==> src/rtl/uart_pkg.sv <==
// -----------------------------------------------------------------------------
// uart_pkg
// Definitions shared by the UART receiver and transmitter:
//   - rx_state_t       : receiver FSM state encoding
//   - UART_IDLE/START/STOP : serial line levels
//   - even_parity()    : even parity (XOR of the data bits), up to
//                        PARITY_MAX_WIDTH bits. Narrower words are zero-extended
//                        by the caller, which leaves the XOR unchanged.
// -----------------------------------------------------------------------------
package uart_pkg;

  typedef enum logic [2:0] {
    S_IDLE       = 3'd0,
    S_START      = 3'd1,
    S_DATA       = 3'd2,
    S_PARITY     = 3'd3,
    S_STOP       = 3'd4,
    S_BREAK_WAIT = 3'd5
  } rx_state_t;

  localparam logic UART_IDLE  = 1'b1;
  localparam logic UART_START = 1'b0;
  localparam logic UART_STOP  = 1'b1;

  localparam int PARITY_MAX_WIDTH = 32;

  function automatic logic even_parity(input logic [PARITY_MAX_WIDTH-1:0] i_data);
    return ^i_data;
  endfunction

endpackage

==> src/rtl/uart_rx_sync.sv <==
// -----------------------------------------------------------------------------
// uart_rx_sync
// Front end of the UART receiver: brings the asynchronous serial line into the
// clk domain through two flops, detects the 1->0 transition that marks a start
// bit, and produces the bit value the FSM should use when it samples.
//
// Optional feature (macro UART_RX_MAJORITY_VOTE_EN):
//   o_rx_bit is the 2-of-3 majority of the synchronised line in the current
//   cycle and the two cycles before it. The FSM asserts its decision one cycle
//   after the bit centre, so the three votes fall at centre-1, centre, centre+1.
//   Without the macro, o_rx_bit is simply the synchronised line.
//
// Ports:
//   clk      in   clock
//   rst      in   asynchronous active-high reset
//   i_rx     in   raw asynchronous serial line (idles high)
//   o_rx_s   out  synchronised line
//   o_fall   out  1 for one cycle when o_rx_s goes 1 -> 0
//   o_rx_bit out  bit value to use at a sample decision
// -----------------------------------------------------------------------------
module uart_rx_sync
  import uart_pkg::*;
(
  input  logic clk,
  input  logic rst,
  input  logic i_rx,
  output logic o_rx_s,
  output logic o_fall,
  output logic o_rx_bit
);

  logic r_meta;     // first synchroniser flop, may go metastable
  logic r_rx_s;     // second synchroniser flop, safe to use
  logic r_rx_prev;  // r_rx_s one cycle ago, for edge detection

  // Flops reset to the idle line level so leaving reset never looks like a
  // start edge.
  // NOTE: sequential state uses non-blocking assignments so every flop samples
  // the pre-edge value of its source regardless of statement order.
  always_ff @(posedge clk or posedge rst) begin
    if (rst) begin
      r_meta    <= UART_IDLE;
      r_rx_s    <= UART_IDLE;
      r_rx_prev <= UART_IDLE;
    end else begin
      r_meta    <= i_rx;
      r_rx_s    <= r_meta;
      r_rx_prev <= r_rx_s;
    end
  end

  assign o_rx_s = r_rx_s;
  assign o_fall = r_rx_prev & ~r_rx_s;

`ifdef UART_RX_MAJORITY_VOTE_EN
  logic r_rx_prev2;  // r_rx_s two cycles ago

  always_ff @(posedge clk or posedge rst) begin
    if (rst) begin
      r_rx_prev2 <= UART_IDLE;
    end else begin
      r_rx_prev2 <= r_rx_prev;
    end
  end

  assign o_rx_bit = (r_rx_s & r_rx_prev) | (r_rx_s & r_rx_prev2) |
                    (r_rx_prev & r_rx_prev2);
`else
  assign o_rx_bit = r_rx_s;
`endif

endmodule

==> src/rtl/uart_rx.sv <==
// -----------------------------------------------------------------------------
// uart_rx
// UART serial receiver. Frame: start (0), WORD_LENGTH data bits LSB first,
// one even-parity bit, stop (1). Bit timing is recovered from the start-bit
// edge and each bit is taken at its centre. A received frame is held for the
// APB side until Rx_RD; a frame that arrives while one is still held is
// dropped and flagged as overrun. err_ack pulses toward the transmitter for
// one cycle whenever a frame has a parity or framing error.
//
// Optional feature (macro UART_RX_MAJORITY_VOTE_EN):
//   every bit, including the start bit, is the 2-of-3 majority of samples at
//   centre-1, centre, centre+1; the decision is taken at centre+1. The bit
//   counter is untouched, so the bit period does not change.
//
// Parameters:
//   WORD_LENGTH  data bits per frame (2..32)
//   CLKS_PER_BIT clk cycles per bit; >= 4, or >= 8 with the voter enabled
//
// Ports:
//   clk            in   clock
//   rst            in   asynchronous active-high reset
//   UART_Rx_IN     in   asynchronous serial line, idles high
//   Rx_DATA        out  last received word
//   Rx_VALID       out  Rx_DATA and the error flags hold an unread frame
//   Rx_RD          in   one-cycle read strobe, consumes the held frame
//   Rx_PARITY_ERR  out  parity mismatch on the held frame
//   Rx_FRAME_ERR   out  stop bit sampled as 0 on the held frame
//   Rx_OVERRUN     out  a frame was lost while Rx_VALID was set
//   err_ack        out  one-cycle pulse on a parity or framing error
// -----------------------------------------------------------------------------
module uart_rx
  import uart_pkg::*;
#(
  parameter int WORD_LENGTH  = 8,
  parameter int CLKS_PER_BIT = 434
) (
  input  logic                   clk,
  input  logic                   rst,
  input  logic                   UART_Rx_IN,
  output logic [WORD_LENGTH-1:0] Rx_DATA,
  output logic                   Rx_VALID,
  input  logic                   Rx_RD,
  output logic                   Rx_PARITY_ERR,
  output logic                   Rx_FRAME_ERR,
  output logic                   Rx_OVERRUN,
  output logic                   err_ack
);

  localparam int CW = $clog2(CLKS_PER_BIT);
  localparam int DW = $clog2(WORD_LENGTH + 1);

  // Counter values at which a bit centre is reached: half a bit after the
  // start edge, then a full bit period after each previous centre.
  localparam logic [CW-1:0] HALF_M1  = CW'(CLKS_PER_BIT / 2 - 1);
  localparam logic [CW-1:0] FULL_M1  = CW'(CLKS_PER_BIT - 1);
  localparam logic [DW-1:0] LAST_BIT = DW'(WORD_LENGTH - 1);

  // ---------------------------------------------------------------------------
  // Line front end
  // ---------------------------------------------------------------------------
  logic w_rx_s;
  logic w_fall;
  logic w_rx_bit;

  uart_rx_sync u_sync (
    .clk      (clk),
    .rst      (rst),
    .i_rx     (UART_Rx_IN),
    .o_rx_s   (w_rx_s),
    .o_fall   (w_fall),
    .o_rx_bit (w_rx_bit)
  );

  // ---------------------------------------------------------------------------
  // Declarations
  // ---------------------------------------------------------------------------
  rx_state_t r_state;
  rx_state_t w_next_state;

  logic [CW-1:0]          r_clk_cnt;  // cycles since last bit centre
  logic [DW-1:0]          r_bit_cnt;  // data bits taken so far
  logic [WORD_LENGTH-1:0] r_shift;    // data bits, bit i lands in position i
  logic                   r_perr;     // parity result of the frame in flight

  logic [WORD_LENGTH-1:0] r_rx_data;
  logic                   r_valid;
  logic                   r_parity_err;
  logic                   r_frame_err;
  logic                   r_overrun;
  logic                   r_err_ack;

  logic w_tick;       // bit centre reached this cycle
  logic w_decide;     // the bit value is taken this cycle
  logic w_active;     // a frame is being timed
  logic w_bit_clr;
  logic w_shift_en;
  logic w_parity_en;
  logic w_commit;
  logic w_ferr;

  // ---------------------------------------------------------------------------
  // Bit-centre decode
  // ---------------------------------------------------------------------------
  // NOTE: every signal written in an always_comb gets a default first, so no
  // path through the block leaves it unassigned and no latch is inferred.
  always_comb begin
    w_tick = 1'b0;
    case (r_state)
      S_START:                  w_tick = (r_clk_cnt == HALF_M1);
      S_DATA, S_PARITY, S_STOP: w_tick = (r_clk_cnt == FULL_M1);
      default:                  w_tick = 1'b0;
    endcase
  end

`ifdef UART_RX_MAJORITY_VOTE_EN
  // The voter needs the sample one cycle past the centre, so the decision
  // trails the centre tick by a cycle while the counter keeps its reference.
  logic r_tick_d;

  always_ff @(posedge clk or posedge rst) begin
    if (rst) begin
      r_tick_d <= 1'b0;
    end else begin
      r_tick_d <= w_tick;
    end
  end

  assign w_decide = r_tick_d;
`else
  assign w_decide = w_tick;
`endif

  // ---------------------------------------------------------------------------
  // FSM: state register
  // ---------------------------------------------------------------------------
  always_ff @(posedge clk or posedge rst) begin
    if (rst) begin
      r_state <= S_IDLE;
    end else begin
      r_state <= w_next_state;
    end
  end

  // ---------------------------------------------------------------------------
  // FSM: next state
  // ---------------------------------------------------------------------------
  always_comb begin
    w_next_state = r_state;
    case (r_state)
      S_IDLE: begin
        if (w_fall) w_next_state = S_START;
      end
      S_START: begin
        // A start bit that is high again at its centre was a glitch.
        if (w_decide) w_next_state = (w_rx_bit == UART_START) ? S_DATA : S_IDLE;
      end
      S_DATA: begin
        if (w_decide && (r_bit_cnt == LAST_BIT)) w_next_state = S_PARITY;
      end
      S_PARITY: begin
        if (w_decide) w_next_state = S_STOP;
      end
      S_STOP: begin
        // A low stop bit may be the start of a break; wait it out before
        // looking for another start edge.
        if (w_decide) w_next_state = (w_rx_bit == UART_STOP) ? S_IDLE : S_BREAK_WAIT;
      end
      S_BREAK_WAIT: begin
        if (w_rx_s == UART_IDLE) w_next_state = S_IDLE;
      end
      default: w_next_state = S_IDLE;
    endcase
  end

  // ---------------------------------------------------------------------------
  // FSM: outputs (datapath strobes)
  // ---------------------------------------------------------------------------
  always_comb begin
    w_active    = 1'b0;
    w_bit_clr   = 1'b0;
    w_shift_en  = 1'b0;
    w_parity_en = 1'b0;
    w_commit    = 1'b0;
    case (r_state)
      S_START: begin
        w_active  = 1'b1;
        w_bit_clr = w_decide;
      end
      S_DATA: begin
        w_active   = 1'b1;
        w_shift_en = w_decide;
      end
      S_PARITY: begin
        w_active    = 1'b1;
        w_parity_en = w_decide;
      end
      S_STOP: begin
        w_active = 1'b1;
        w_commit = w_decide;
      end
      default: ;
    endcase
  end

  assign w_ferr = (w_rx_bit != UART_STOP);

  // ---------------------------------------------------------------------------
  // Bit timing counter: held at 0 outside a frame, wraps at each bit centre
  // ---------------------------------------------------------------------------
  always_ff @(posedge clk or posedge rst) begin
    if (rst) begin
      r_clk_cnt <= '0;
    end else if (!w_active || w_tick) begin
      r_clk_cnt <= '0;
    end else begin
      r_clk_cnt <= r_clk_cnt + 1'b1;
    end
  end

  // ---------------------------------------------------------------------------
  // Frame assembly
  // ---------------------------------------------------------------------------
  // NOTE: the shift register is an ordinary register, not a memory, and is
  // reset like the counters so a read straight after reset returns zero.
  always_ff @(posedge clk or posedge rst) begin
    if (rst) begin
      r_bit_cnt <= '0;
      r_shift   <= '0;
      r_perr    <= 1'b0;
    end else begin
      if (w_bit_clr) begin
        r_bit_cnt <= '0;
      end else if (w_shift_en) begin
        r_bit_cnt <= r_bit_cnt + 1'b1;
      end
      // Shifting in from the top leaves the first bit in position 0 once all
      // WORD_LENGTH bits have arrived.
      if (w_shift_en) begin
        r_shift <= {w_rx_bit, r_shift[WORD_LENGTH-1:1]};
      end
      if (w_parity_en) begin
        r_perr <= w_rx_bit ^ even_parity(PARITY_MAX_WIDTH'(r_shift));
      end
    end
  end

  // ---------------------------------------------------------------------------
  // Hold-until-read output register
  // ---------------------------------------------------------------------------
  always_ff @(posedge clk or posedge rst) begin
    if (rst) begin
      r_rx_data    <= '0;
      r_valid      <= 1'b0;
      r_parity_err <= 1'b0;
      r_frame_err  <= 1'b0;
      r_overrun    <= 1'b0;
      r_err_ack    <= 1'b0;
    end else begin
      r_err_ack <= 1'b0;
      if (w_commit) begin
        r_err_ack <= r_perr | w_ferr;
        // A read in the commit cycle frees the holding register, so the new
        // frame replaces the one being read instead of overrunning it.
        if (!r_valid || Rx_RD) begin
          r_rx_data    <= r_shift;
          r_parity_err <= r_perr;
          r_frame_err  <= w_ferr;
          r_valid      <= 1'b1;
          r_overrun    <= 1'b0;
        end else begin
          r_overrun <= 1'b1;
        end
      end else if (Rx_RD && r_valid) begin
        // The data word is left in place; only the status is consumed.
        r_valid      <= 1'b0;
        r_parity_err <= 1'b0;
        r_frame_err  <= 1'b0;
        r_overrun    <= 1'b0;
      end
    end
  end

  assign Rx_DATA       = r_rx_data;
  assign Rx_VALID      = r_valid;
  assign Rx_PARITY_ERR = r_parity_err;
  assign Rx_FRAME_ERR  = r_frame_err;
  assign Rx_OVERRUN    = r_overrun;
  assign err_ack       = r_err_ack;

endmodule

==> config.mk <==
export PLATFORM = sky130hd
export DESIGN_NAME = uart_rx
export DESIGN_NICKNAME = d
export VERILOG_FILES = /design/src/rtl/uart_pkg.sv /design/src/rtl/uart_rx_sync.sv /design/src/rtl/uart_rx.sv
export SDC_FILE = /design/constraint.sdc
export NUM_CORES = 1
export LEC_CHECK = 0
export CAP_MARGIN = 20
export CORE_MARGIN = 2
export CORE_UTILIZATION = 55
export DETAILED_ROUTE_END_ITERATION = 12
export PLACE_DENSITY = 0.8
export SLEW_MARGIN = 20
export SYNTH_ARGS = -nofsm -noshare
export SYNTH_HDL_FRONTEND = slang
export SYNTH_SLANG_ARGS = --single-unit
==> constraint.sdc <==
create_clock -name clk -period 2.6 [get_ports clk]
set_clock_uncertainty 0.15 [all_clocks]
set_input_delay 0.52 -clock clk [delete_from_list [all_inputs] [get_ports clk]]
set_output_delay 0.52 -clock clk [all_outputs]
set_load 0.005 [all_outputs]
Yosys cells after proc, flatten, opt, wreduce, memory -nomap -nowiden --
Cells that the tools add are included.
Cells by class: add/subtract/negate cells 2, $mul 0, div/mod/pow operators 0, order comparisons 0, equality and inequality tests 15, shift operators 0, muxes and demuxes 28, bitwise gates (word level) 4, reduce and logical (&&, ||, !) cells 15
Operators by type and width (count):
- XOR reduction 32 bit | 1
- 2-to-1 mux 3 bit | 7
- one-hot mux 3 bit (6 select lines) | 1
- 2-to-1 mux 1 bit | 15
- adder 9 x 1 -> 9 bit (second input constant) | 1
- equality test 9 x 8 -> 1 bit (second input constant) | 1
- equality test 9 bit (second input constant) | 1
- 2-to-1 mux 9 bit | 1
- 2-to-1 mux 4 bit | 2
- inequality test 2 bit (second input constant) | 4
- equality test 3 x 2 -> 1 bit (second input constant) | 2
- equality test 3 bit (second input constant) | 2
- inequality test 2 x 1 -> 1 bit (second input constant) | 3
- AND reduction 6 bit | 1
- adder 4 x 1 -> 4 bit (second input constant) | 1
- equality test 4 x 3 -> 1 bit (second input constant) | 1
- AND reduction 2 bit | 2
- nonzero test 2 bit | 2
- OR reduction 4 bit | 1
- equality test 3 x 1 -> 1 bit (second input constant) | 1
- zero test 3 bit | 1
- OR reduction 3 bit | 1
- logical AND 1 bit | 2
- zero test 1 bit | 2
- other kinds (7) | 8
Storage, ports and cells: register bits after elaboration 41, latch bits 0, bits in writable memories 0, bits in read-only memories 0, input bits 4, output and inout port bits 13, logic and storage cells 78, memories 0

Depth between registers and ports, before layout --
word-level depth 6, depth in mapped cells 6

Hierarchy --
From an unflattened synthesis, not the netlist that was laid out.
Unflattened totals: cells, all modules 183, area, all modules 2123.3 um^2
Modules (own cells, without submodules):
- uart_rx | instances 1, cells an instance 177, area each 2019.4 um^2, seq. area each 950.9 um^2
- uart_rx_sync | instances 1, cells an instance 6, area each 103.8 um^2, seq. area each 78.8 um^2

Worst setup path before layout --
Ideal clock, no wire load.
kind register to register, start point register r_clk_cnt[6], end point register r_rx_data[0], in the netlist Rx_DATA[0], data arrival time 1.598 ns, required time 2.325 ns, slack 0.727 ns, stages on the path, launching flop included 7, buffers on the path 1, period minus slack after synthesis 1.873 ns, cells stage by stage dfrtp_1 > and4bb_2 > and3_1 > buf_2 > nand2_4 > nor2_8 > mux2_2
Between the ends: cells in the longest elaborated chain, start to end 4
RTL lines:
- start, declared | RTL line uart_rx.sv:80 | logic [CW-1:0] r_clk_cnt;
- start signal, assigned | RTL line uart_rx.sv:216 | r_clk_cnt <= r_clk_cnt + 1'b1;
- equality test 9 bit / equality test 9 x 8 -> 1 bit (equally long branches) | RTL line uart_rx.sv:110, uart_rx.sv:109
- one-hot mux 1 bit (2 select lines) * | RTL line uart_rx.sv:108 | case (r_state)
- 2-to-1 mux 1 bit * | RTL line uart_rx.sv:184 | case (r_state)
- AND reduction 2 bit (no line) *
- end signal, assigned | RTL line uart_rx.sv:265 | r_rx_data <= r_shift;
- end, declared | RTL line uart_rx.sv:85 | logic [WORD_LENGTH-1:0] r_rx_data;
Every way passes the cells marked *; elsewhere a longest branch is shown, timed or not. A chain may end at the register's enable or synchronous reset.

Worst setup path after layout --
start point register r_state[1], end point register r_bit_cnt[2]
Between the ends: cells in the longest elaborated chain, start to end 5
RTL lines:
- start, declared | RTL line uart_rx.sv:77 | rx_state_t r_state;
- start signal, assigned | RTL line uart_rx.sv:140 | r_state <= w_next_state;
- equality test 3 bit, or another cell as far along | RTL line uart_rx.sv:108
- OR reduction 3 bit | RTL line uart_rx.sv:108
- one-hot mux 1 bit (2 select lines) | RTL line uart_rx.sv:108
- 2-to-1 mux 1 bit | RTL line uart_rx.sv:184
- 2-to-1 mux 4 bit / nonzero test 2 bit (equally long branches)
- end signal, assigned | RTL line uart_rx.sv:234 | r_bit_cnt <= r_bit_cnt + 1'b1;
- end, declared | RTL line uart_rx.sv:81 | logic [DW-1:0] r_bit_cnt;
Parallel ways exist; a longest one is shown, timed or not.

==> flow_summary_export.csv <==
group,metric,value,unit
status,status,"finished, final reports clean",
place,placed_area,0.00223,mm^2
clock_tree,postCtsResizedCells,0,
worst_setup_path,crit-reg2reg-launch,"r_state[1]",
clock_tree,cts_post_setup_buffers_inserted,0,
power_and_ir_drop,p_leak,1.02,nW
cells_and_area,finalNetCount,203,
worst_setup_path,critical_path_fanouts_max,15,
place,gpl.final_weighted_congestion,0.861,
floorplanning,coreArea,0.00361,mm^2
global_routing,grt_max_degree,42,
timing,max_clock_freq,462,MHz
routing,routed_wl,3.69,mm
timing,setup_total_negative_slack,0,ns
worst_setup_path,ff2ff_path_depth,5,
cells_and_area,final_design_area_no_fill,0.00235,mm^2
yosys,post_synth_edffs,0,
clock_tree,ctsRootBufferMaster,"sky130_fd_sc_hd__clkbuf_8",
place,dpl_worst_slack,0.446,ns
global_routing,initial_antenna_violation_count,0,
clock_tree,numCtsBuffers,5,
routing,drtAntennaViolNets,0,
timing,finalCritPeriodShare,0.832,
floorplanning,die_footprint,0.00418,mm^2
yosys,ys_top_cells_by_area,"sky130_fd_sc_hd__dfrtp_1, sky130_fd_sc_hd__mux2_2, sky130_fd_sc_hd__xnor2_1",
worst_setup_path,rrSetupSlack,0.44,ns
yosys,synth-main-ff-cell,"sky130_fd_sc_hd__dfrtp_1",
yosys,syn-cell-area,0.00203,mm^2
min_path,hold-path-endpoint,"u_sync.o_rx_bit",
cells_and_area,fraction_of_layout_cells_with_a_size_suffix_above_1,0.192,
worst_setup_path,worst_r2r_endpoint,"r_bit_cnt[2]",
yosys,synth_top_area_share,0.469,
floorplanning,floorplan.initialDensity,0.562,
worst_setup_path,cp.buffers_inverters,1,
worst_setup_path,critPathTopFamily,"compound AO/OA/AOI/OAI gates",
floorplanning,die_w,64.7,um
global_routing,first_pass_grt_wire_length,6.60,mm
timing,setup_viol,0,
worst_setup_path,required,2.63,ns
worst_setup_path,setup.worst_path.class,"reg -> reg",
cells_and_area,area.growth.synth_to_final,15.9,%
global_routing,via_count_of_the_first_global_routing_pass,1429,
min_path,timing.hold.worst.start,"u_sync.r_meta",
timing,hold_viol_final,0,
yosys,ys_warn_count,0,
routing,drt_initial_violations,121,
floorplanning,fp-row-count,22,
global_routing,grt.overflow.total,0,
clock_tree,cts_max_level,2,
power_and_ir_drop,power-per-cell-area,607,mW/mm^2
clock_tree,worst_skew_pair.late_latency,0.29,ns
yosys,postSynthCellCount,178,
routing,viasPerCell,5.73,
yosys,synth_area_per_cell,11.4,um^2
yosys,synth-seq-area-share,0.508,
min_path,hold_class,"reg -> reg",
timing,max_slew.worst_pin.slew,0.642,ns
global_routing,globalRouteTotalUtil,0.206,
yosys,synth_area_leader_cell,"sky130_fd_sc_hd__dfrtp_1",
worst_setup_path,crit_path_top_delay_cell,"sky130_fd_sc_hd__dfrtp_1",
worst_setup_path,crit_path_start_kind,"flip-flop",
timing,rsz0062_at_grt,"no",
routing,drc,0,
clock_tree,clkSinkCount,41,
place,port_buffers,16,
yosys,synth_nets,184,
timing,postLayoutSetupSlackWorst,0.437,ns
worst_setup_path,path_cells,"inv_1 -> nand3b_1 -> a211oi_2 -> nand2_1 -> a22o_1",
worst_setup_path,slowest_delay,0.57,ns
routing,vias,1410,
floorplanning,boundaryPins,17,
worst_setup_path,crit_end_element,"flip-flop",
worst_setup_path,crit_arrival,2.20,ns
clock_tree,cts_max_path_buffers,2,
yosys,synth-async-reset-ratio,1.00,
cells_and_area,layout.cells.non_filler,246,
place,hpwl,2.64,mm
clock_tree,tritoncts_clock_tree,"yes",
yosys,ys_types,46,
job,cap_violations,0,
timing,final_max_slew_viol_count,0,
cells_and_area,n_diodes,0,
clock_tree,cts-hold-fix-buffers,0,
clock_tree,clkSlewWorstSetupHoldPaths,0.08,ns
min_path,hold_path_depth,0,
floorplanning,die-height,64.7,um
yosys,ys_ff_latch,41,
routing,avgRoutedWirePerCell,15.0,um
routing,drtPass1Iterations,4,
timing,relSlewSlack,0.572,
timing,minimum_clock_period,2.16,ns
power_and_ir_drop,vdd.ir_drop.worst,0.000362,V
place,cell_total_after_placement,238,
timing,hold-worst-slack,0.212,ns
[routing by layer]
| layer | global-route usage | part of all wire | up-vias |
|---|---|---|---|
| met5 | 0 | 0 | - |
| met4 | 0.0691 | 0.013 | 0 |
| met3 | 0.0469 | 0.039 | 6 |
| met2 | 0.352 | 0.51 | 39 |
| met1 | 0.261 | 0.43 | 695 |
| li1 | - | - | 670 |
[final cells by class]
type,count,area (um^2)
timing repair buffer,17,168
clock buffer,6,82.6
tap,48,60.1
clock inverter,2,37.5
sequential,41,1030
multi-input combinational,126,948
inverter,6,22.5
fill,284,1260
[cell families after synthesis]
kind of cell,Yosys count,synth area share
flops,41,0.508
simple gates,58,0.174
fa+ha+maj,2,0.0124
xor+xnor,15,0.0649
mux,18,0.0988
compound gates,33,0.119
buf+inv,11,0.0235
[state kept, by name, summed over array words and instances, names as in the netlist]
signal / cells
Rx_DATA: 8
r_perr: 1
r_state: 3
r_shift: 8
u_sync.o_rx_bit: 1
u_sync.r_rx_prev: 1
err_ack: 1
r_clk_cnt: 9
Rx_VALID: 1
u_sync.r_meta: 1
Rx_OVERRUN: 1
Rx_PARITY_ERR: 1
r_bit_cnt: 4
Rx_FRAME_ERR: 1
[cells in the final DEF, fill, tap and decap left out, drive strengths merged, types with 2 or more instances in the layout]
master         count
dfstp              3
xnor2             11
nor3               3
nor2              16
mux2              16
nand2             11
dfrtp             38
o31ai              2
mux2i              2
and4bb             3
and3               2
o2bb2ai            4
xor2               4
nand3b             2
nand3              9
a21oi              7
o211ai             3
nor3b              2
nor2b              6
ha                 2
a22o               2
o21ai              6
inv                6
clkbuf             6
a21o               2
clkdlybuf4s50     16
[Yosys cell counts, drive strengths merged, types with 2 or more instances]
library cell and number:
a21o 2, a21oi 7, a22o 2, and3 2, and4bb 3, buf 3, clkbuf 2, dfrtp 38
dfstp 3, ha 2, inv 6, mux2 16, mux2i 2, nand2 11, nand3 9, nand3b 2
nor2 16, nor2b 6, nor3 3, nor3b 2, o211ai 3, o21ai 6, o2bb2ai 4, o31ai 2
xnor2 11, xor2 4
[how the worst max path moves through the flow]
stage	start	to	slack, ns	cells after the start
floorplan	r_clk_cnt[6]	Rx_DATA[0]	0.73	6
global placement	Rx_RD	Rx_DATA[6]	0.54	4
detailed placement	r_state[1]	r_bit_cnt[2]	0.45	5
CTS	r_state[1]	r_bit_cnt[2]	0.44	5
global route	r_state[1]	r_bit_cnt[1]	0.23	5
finish	r_state[1]	r_bit_cnt[2]	0.44	5
[report_power, final]
part | internal (mW) | total [mW] | leakage (nW) | switching, mW
Combinational | 0.0654 | 0.152 | 0.414 | 0.0864
Sequential | 0.666 | 0.745 | 0.548 | 0.0796
Clock | 0.312 | 0.528 | 0.0574 | 0.216
[per-stage QoR]
step,power (mW),util
after floorplan,0.860,-
after global placement,0.889,0.618
after detailed placement,0.904,0.618
after CTS,1.43,0.651
after global routing,1.49,0.651
final,1.42,0.651
(Power assumes the default switching activity.)
